==> src/rtl/opsum_drain_arb_pkg.sv <==
// rtl/opsum_drain_arb_pkg.sv - shared types and constants for the opsum drain arbiter
package opsum_drain_arb_pkg;

   typedef enum logic [2:0] {
      IDLE,
      ARB,
      POP,
      WAIT,
      WRITE
   } opsum_drain_state_e;

   localparam int OPSUM_W    = 16;
   localparam int GLB_DATA_W = 32;

   localparam logic [3:0] WEB_FULL = 4'b1111;
   localparam logic [3:0] WEB_LO   = 4'b0011;
   localparam logic [3:0] WEB_HI   = 4'b1100;

endpackage

==> src/rtl/opsum_drain_arb_rr_arbiter.sv <==
// rtl/opsum_drain_arb_rr_arbiter.sv - combinational round-robin pick of the first request at or after ptr
module opsum_drain_arb_rr_arbiter #(
   parameter int N  = 4,
   parameter int IW = 2
) (
   input  logic [N-1:0]  req,
   input  logic [IW-1:0] ptr,
   output logic [N-1:0]  gnt,
   output logic [IW-1:0] idx,
   output logic          found
);

   always_comb begin
      gnt   = '0;
      idx   = '0;
      found = 1'b0;
      for (int k = 0; k < N; k++) begin
         if (!found && req[(int'(ptr) + k) % N]) begin
            found = 1'b1;
            idx   = IW'((int'(ptr) + k) % N);
            gnt[(int'(ptr) + k) % N] = 1'b1;
         end
      end
   end

endmodule

==> src/rtl/opsum_drain_arb.sv <==
// rtl/opsum_drain_arb.sv - round-robin drain of PE-column opsum FIFOs into GLB word writes
module opsum_drain_arb
   import opsum_drain_arb_pkg::*;
#(
   parameter int NUM_FIFO   = 4,
   parameter int FIFO_DEPTH = 16,
   parameter int ADDR_W     = 32
) (
   input  logic                           clk,
   input  logic                           rst_n,
   input  logic                           cfg_start,
   input  logic [NUM_FIFO*ADDR_W-1:0]     cfg_base_addr,
   input  logic                           cfg_flush,
   input  logic [NUM_FIFO-1:0]            fifo_push_en,
   input  logic [NUM_FIFO-1:0]            fifo_full,
   input  logic [NUM_FIFO-1:0]            fifo_empty,
   output logic [NUM_FIFO-1:0]            fifo_pop_en,
   output logic [NUM_FIFO-1:0]            fifo_pop_mod,
   input  logic [NUM_FIFO*GLB_DATA_W-1:0] fifo_pop_data,
   output logic                           glb_req,
   input  logic                           glb_gnt,
   output logic [ADDR_W-1:0]              glb_addr,
   output logic [GLB_DATA_W-1:0]          glb_wdata,
   output logic [3:0]                     glb_web,
   output logic                           busy,
   output logic                           done
);

   localparam int IW = (NUM_FIFO > 1) ? $clog2(NUM_FIFO) : 1;
   localparam int CW = $clog2(FIFO_DEPTH + 1);

   opsum_drain_state_e    state_q, state_d;
   logic [CW-1:0]         cnt_q  [NUM_FIFO];
   logic [CW-1:0]         cnt_d  [NUM_FIFO];
   logic [CW:0]           cnt_up [NUM_FIFO];
   logic [CW:0]           cnt_dn [NUM_FIFO];
   logic [ADDR_W-1:0]     addr_q [NUM_FIFO];
   logic [ADDR_W-1:0]     addr_d [NUM_FIFO];
   logic [IW-1:0]         rr_q, rr_d, g_q, g_d;
   logic                  mod_q, mod_d, flush_q, flush_d;
   logic [GLB_DATA_W-1:0] data_q, data_d;

   logic [NUM_FIFO-1:0]   elig, arb_gnt;
   logic [IW-1:0]         arb_idx;
   logic                  arb_found;

   always_comb begin
      elig = '0;
      for (int i = 0; i < NUM_FIFO; i++) begin
         elig[i] = (!fifo_empty[i] && cnt_q[i] >= CW'(2)) || (flush_q && cnt_q[i] == CW'(1));
      end
   end

   opsum_drain_arb_rr_arbiter #(.N(NUM_FIFO), .IW(IW)) u_rr (
      .req   (elig),
      .ptr   (rr_q),
      .gnt   (arb_gnt),
      .idx   (arb_idx),
      .found (arb_found)
   );

   always_comb begin
      state_d      = state_q;
      rr_d         = rr_q;
      g_d          = g_q;
      mod_d        = mod_q;
      flush_d      = flush_q;
      data_d       = data_q;
      fifo_pop_en  = '0;
      fifo_pop_mod = '0;
      glb_req      = 1'b0;
      done         = 1'b0;
      for (int i = 0; i < NUM_FIFO; i++) begin
         addr_d[i] = addr_q[i];
      end
      if (cfg_flush && state_q != IDLE) begin
         flush_d = 1'b1;
      end
      case (state_q)
         IDLE: begin
            if (cfg_start) begin
               for (int i = 0; i < NUM_FIFO; i++) begin
                  addr_d[i] = cfg_base_addr[i*ADDR_W +: ADDR_W];
               end
               state_d = ARB;
            end
         end
         ARB: begin
            if (arb_found) begin
               fifo_pop_en  = arb_gnt;
               fifo_pop_mod = (cnt_q[arb_idx] >= CW'(2)) ? arb_gnt : '0;
               g_d          = arb_idx;
               mod_d        = (cnt_q[arb_idx] >= CW'(2));
               state_d      = POP;
            end else if (flush_q) begin
               done    = 1'b1;
               flush_d = 1'b0;
               state_d = IDLE;
            end
         end
         POP: begin
            data_d  = fifo_pop_data[int'(g_q)*GLB_DATA_W +: GLB_DATA_W];
            state_d = WAIT;
         end
         WAIT: begin
            glb_req = 1'b1;
            if (glb_gnt) begin
               addr_d[g_q] = addr_q[g_q] + (mod_q ? ADDR_W'(4) : ADDR_W'(2));
               rr_d        = (int'(g_q) == NUM_FIFO - 1) ? '0 : g_q + 1'b1;
               state_d     = WRITE;
            end
         end
         WRITE: state_d = ARB;
         default: state_d = IDLE;
      endcase
   end

   // GLB outputs are forced to zero whenever no request is pending
   always_comb begin
      glb_addr  = '0;
      glb_wdata = '0;
      glb_web   = '0;
      if (glb_req) begin
         glb_addr = {addr_q[g_q][ADDR_W-1:2], 2'b00};
         if (mod_q) begin
            glb_wdata = data_q;
            glb_web   = WEB_FULL;
         end else if (addr_q[g_q][1]) begin
            glb_wdata = {data_q[OPSUM_W-1:0], {OPSUM_W{1'b0}}};
            glb_web   = WEB_HI;
         end else begin
            glb_wdata = {{OPSUM_W{1'b0}}, data_q[OPSUM_W-1:0]};
            glb_web   = WEB_LO;
         end
      end
   end

   assign busy = (state_q != IDLE);

   always_comb begin
      for (int i = 0; i < NUM_FIFO; i++) begin
         cnt_up[i] = {1'b0, cnt_q[i]} + {{CW{1'b0}}, (fifo_push_en[i] & ~fifo_full[i])};
         cnt_dn[i] = !fifo_pop_en[i] ? '0 : (fifo_pop_mod[i] ? (CW+1)'(2) : (CW+1)'(1));
         if (cnt_up[i] < cnt_dn[i]) begin
            cnt_d[i] = '0;
         end else if ((cnt_up[i] - cnt_dn[i]) > (CW+1)'(FIFO_DEPTH)) begin
            cnt_d[i] = CW'(FIFO_DEPTH);
         end else begin
            cnt_d[i] = CW'(cnt_up[i] - cnt_dn[i]);
         end
      end
   end

   always_ff @(posedge clk or negedge rst_n) begin
      if (!rst_n) begin
         state_q <= IDLE;
         rr_q    <= '0;
         g_q     <= '0;
         mod_q   <= 1'b0;
         flush_q <= 1'b0;
         data_q  <= '0;
         for (int i = 0; i < NUM_FIFO; i++) begin
            cnt_q[i]  <= '0;
            addr_q[i] <= '0;
         end
      end else begin
         state_q <= state_d;
         rr_q    <= rr_d;
         g_q     <= g_d;
         mod_q   <= mod_d;
         flush_q <= flush_d;
         data_q  <= data_d;
         for (int i = 0; i < NUM_FIFO; i++) begin
            cnt_q[i]  <= cnt_d[i];
            addr_q[i] <= addr_d[i];
         end
      end
   end

endmodule

==> config.mk <==
export PLATFORM = sky130hd
export DESIGN_NAME = opsum_drain_arb
export DESIGN_NICKNAME = d
export VERILOG_FILES = /design/src/rtl/opsum_drain_arb_pkg.sv /design/src/rtl/opsum_drain_arb_rr_arbiter.sv /design/src/rtl/opsum_drain_arb.sv
export SDC_FILE = /design/constraint.sdc
export NUM_CORES = 1
export LEC_CHECK = 0
export ABC_AREA = 1
export CAP_MARGIN = 20
export CORE_ASPECT_RATIO = 2
export CORE_MARGIN = 4
export CORE_UTILIZATION = 35
export CTS_CLUSTER_SIZE = 16
export DETAILED_ROUTE_END_ITERATION = 16
export SKIP_CTS_REPAIR_TIMING = 1
export SYNTH_ARGS = -nofsm -noshare
export SYNTH_HDL_FRONTEND = slang
export SYNTH_SLANG_ARGS = --single-unit
==> constraint.sdc <==
create_clock -name clk -period 4.62 [get_ports clk]
set_input_delay 0.693 -clock clk [delete_from_list [all_inputs] [get_ports clk]]
set_output_delay 0.693 -clock clk [all_outputs]
set_load 0.02 [all_outputs]
==> results.tsv <==
stage	metric	value	unit
outcome	status	complete, no violations	
logic_synthesis	synthFlopType	dfrtp_1	
logic_synthesis	synth-compound-area-share	18.1	%
worst_setup_path	crit_buf_inv	1	
final_layout	finalNonFillerCells	2684	
routing	vias	14300	
worst_setup_path	cpPeakStageDelay	650	ps
sta	hold_violations	0	
final_layout	final_core_utilization	47.7	%
worst_setup_path	reg2reg_depth	22	
die	core	0.0365	mm^2
routing	routedWlPerCell	20.3	um
clocking	cts_sinks	185	
clocking	cts_buffer_depth	2	
logic_synthesis	synth-xor-area-share	2.16	%
logic_synthesis	netlist_top_cells_area	dfrtp_1 (36%), nand2_1 (12%), a21oi_1 (9.3%), nor2_1 (9.0%), nand3_1 (8.1%)	
global_route	grt_max_degree	146	
worst_setup_path	cp-end-kind	output port	
final_layout	drive_gt1_share	5.57	%
logic_synthesis	netlist_instances	1935	
place	gp_congestion	0.967	
min_path	hp-class	input port to asynchronous set/reset pin	
worst_setup_path	cp_num_cells	14	
logic_synthesis	synth.most_common_cell	nand2_1	
power	peakVddDrop	444	uV
clocking	tritoncts	built	
place	place_inst	2650	
global_route	grt_overflow	0	
sta	fin_crit_sh	94.3	%
sta	rsz0062_at_grt	false	
logic_synthesis	syn_area	0.0130	mm^2
sta	fin_setup_tns	0	ps
global_route	grt_use_total	26.3	%
logic_synthesis	ys_warn_count	0	
routing	viasPerCell	5.34	
logic_synthesis	synth_top_area_share	35.6	%
worst_setup_path	r2r-end	cnt_q[14]	
clocking	clockRootBuffer	clkbuf_16	
logic_synthesis	yosys.area_share.simple	32.2	%
place	dpl_worst_slack	130	ps
logic_synthesis	yosysUniqueCellTypes	43	
final_layout	regArea	0.00463	mm^2
sta	clock_skew	12.1	ps
logic_synthesis	syn_avg_cell_area	6.72	um^2
logic_synthesis	synth_largest_area_cell	dfrtp_1	
routing	post-route-drc-count	0	
die	rows	99	
logic_synthesis	synth_edf_count	0	
power	p_leak	7.51	nW
die	die-area	0.0405	mm^2
sta	setup_viol	0	
place	dp_hpwl	40200	um
sta	worst_slew_pin_slew	1080	ps
global_route	grt_pass1_vias	14700	
global_route	grt_pass1_wl	81400	um
worst_setup_path	worstReg2RegStart	cnt_q[1]	
sta	setup_slack	263	ps
worst_setup_path	reg2reg_slack	490	ps
power	powerDensity	781	mW/mm^2
logic_synthesis	synthAdderAreaFrac	3.75	%
routing	finalWirelength	54400	um
logic_synthesis	synth_top_family_by_area	simple AND/OR/NAND/NOR gates	
worst_setup_path	cp_cell_sequence	nor2_1 -> nand2_1 -> nand2_1 -> nand3_1 -> nand2_1 -> nand2_1 -> nand2_2 -> nand3_2 -> nor2_4 -> o21ai_1 -> nand3_1 -> nand2_2 -> nor2_1 -> clkdlybuf4s50_1	
sta	max-slew-margin-rel	27.9	%
clocking	clk_latency	460	ps
sta	slew_violations	0	
worst_setup_path	crit_family	simple AND/OR/NAND/NOR gates	
logic_synthesis	synthMuxAreaShare	0	%
routing	drt_iter0_markers	783	
worst_setup_path	cp_common_cell	nand2_1	
sta	min_period	4360	ps
logic_synthesis	ys_seq_area_share	35.6	%
clocking	cts_made_buffers	17	
worst_setup_path	path_max_fanout	15	
worst_setup_path	cp.arrival	3660	ps
final_layout	final_nets	2524	
sta	max_freq	230	MHz
worst_setup_path	critPathRequiredTime	3930	ps
worst_setup_path	cpMaxStageDelayCell	clkdlybuf4s50_1	
die	io_pins	352	
clocking	path_clk_slew	80	ps
job	maxCapViolCount	0	
logic_synthesis	ys_ff_latch	185	
final_layout	multi_input_comb_area	0.00735	mm^2
worst_setup_path	worstSetupStartpointType	flip-flop	
logic_synthesis	synth_common_cells	nand2_1 (399), nor2_1 (312), a21oi_1 (242), nand3_1 (210), dfrtp_1 (185)	
final_layout	fillCellCount	3698	
die	die_w	144	um
place	port_buffers	345	
final_layout	area_delta_synth_final	34.0	%
global_route	antenna_found_initial	5	
die	initial_utilization	35.6	%
routing	dr.pass1.iters	6	
clocking	h-tree-depth	4	
worst_setup_path	critical_path_class	flip-flop to output port	
die	die_h	281	um
routing	ant_nets	0	
logic_synthesis	synth-async-reset-ratio	100	%
-- how the worst max path moves through the flow --
| stage | startpoint | end | slack (ps) |
|---|---|---|---|
| finish | cnt_q[1] | fifo_pop_mod[1] | 260 |
| global route | cnt_q[1] | fifo_pop_mod[1] | 50 |
| CTS | cnt_q[6] | fifo_pop_mod[1] | 270 |
| detailed placement | fifo_empty[2] | cnt_q[4] | 130 |
| global placement | fifo_empty[3] | cnt_q[14] | 220 |
| floorplan | rr_q[0] | cnt_q[4] | 980 |
-- metal layers --
metal	share of wire (%)	vias to the layer above	track usage, %	wire (um)
met4	4.5	6	12.3	2460
met3	6.2	138	5.39	3380
li1	-	6978	-	-
met2	55	514	49.3	29700
met1	35	6703	27.4	18800
met5	0.074	-	0	40
-- where the power goes --
| part | internal, W | total (W) | switching [W] |
|---|---|---|---|
| clock | 0.000779 | 0.00155 | 0.000773 |
| combinational | 0.00286 | 0.00903 | 0.00617 |
| sequential | 0.00246 | 0.00303 | 0.000563 |
-- stage by stage --
step                power, W  hold WS (ps)  instance area [um^2]
detailed placement    0.0120           474                 16800
global route          0.0147           311                 17400
global placement      0.0119           468                 16800
finish                0.0136           238                 17400
CTS                   0.0136           285                 17400
floorplan            0.00889           397                 13000
-- cells in the final DEF (no fill, tap or decap), drive strengths merged, types with 7 or more instances in the layout --
cell type	synthesis	routed
nand2	412	412
clkdlybuf4s50	0	344
nor2	324	324
a21oi	242	242
nand3	213	213
dfrtp	185	185
inv	146	151
o21ai	113	113
o22ai	33	33
ha	31	31
buf	36	29
xor2	23	23
nand4	22	22
clkbuf	77	17
o32ai	16	16
clkinv	3	12
xnor2	9	9
nor3	7	7
-- registers in the layout (all words and copies together), names as in the netlist --
signal and cells:
addr_q 124, data_q 32, cnt_q 20, state_q 3
g_q 2, rr_q 2, flush_q 1, mod_q 1
-- cells by family after synthesis --
family                     after synthesis
AOI/OAI and AO/OA                      429
xor gates and xnor gates                32
adders and majority gates               36
buffers and inverters                  262
DFF                                    185
other                                    1
and+or+nand+nor                        990
-- area by class of cell --
cell class | instances | area share, %
repair buffers | 373 | 21.1
clock buffers | 17 | 2.44
multi-input cells | 1489 | 42.2
flip-flops and latches | 185 | 26.6
diodes | 2 | 0.0287
inverters | 149 | 3.25
well taps | 454 | 3.26
clock inverters | 15 | 1.06
No activity file was read; power rests on OpenSTA's default activity.
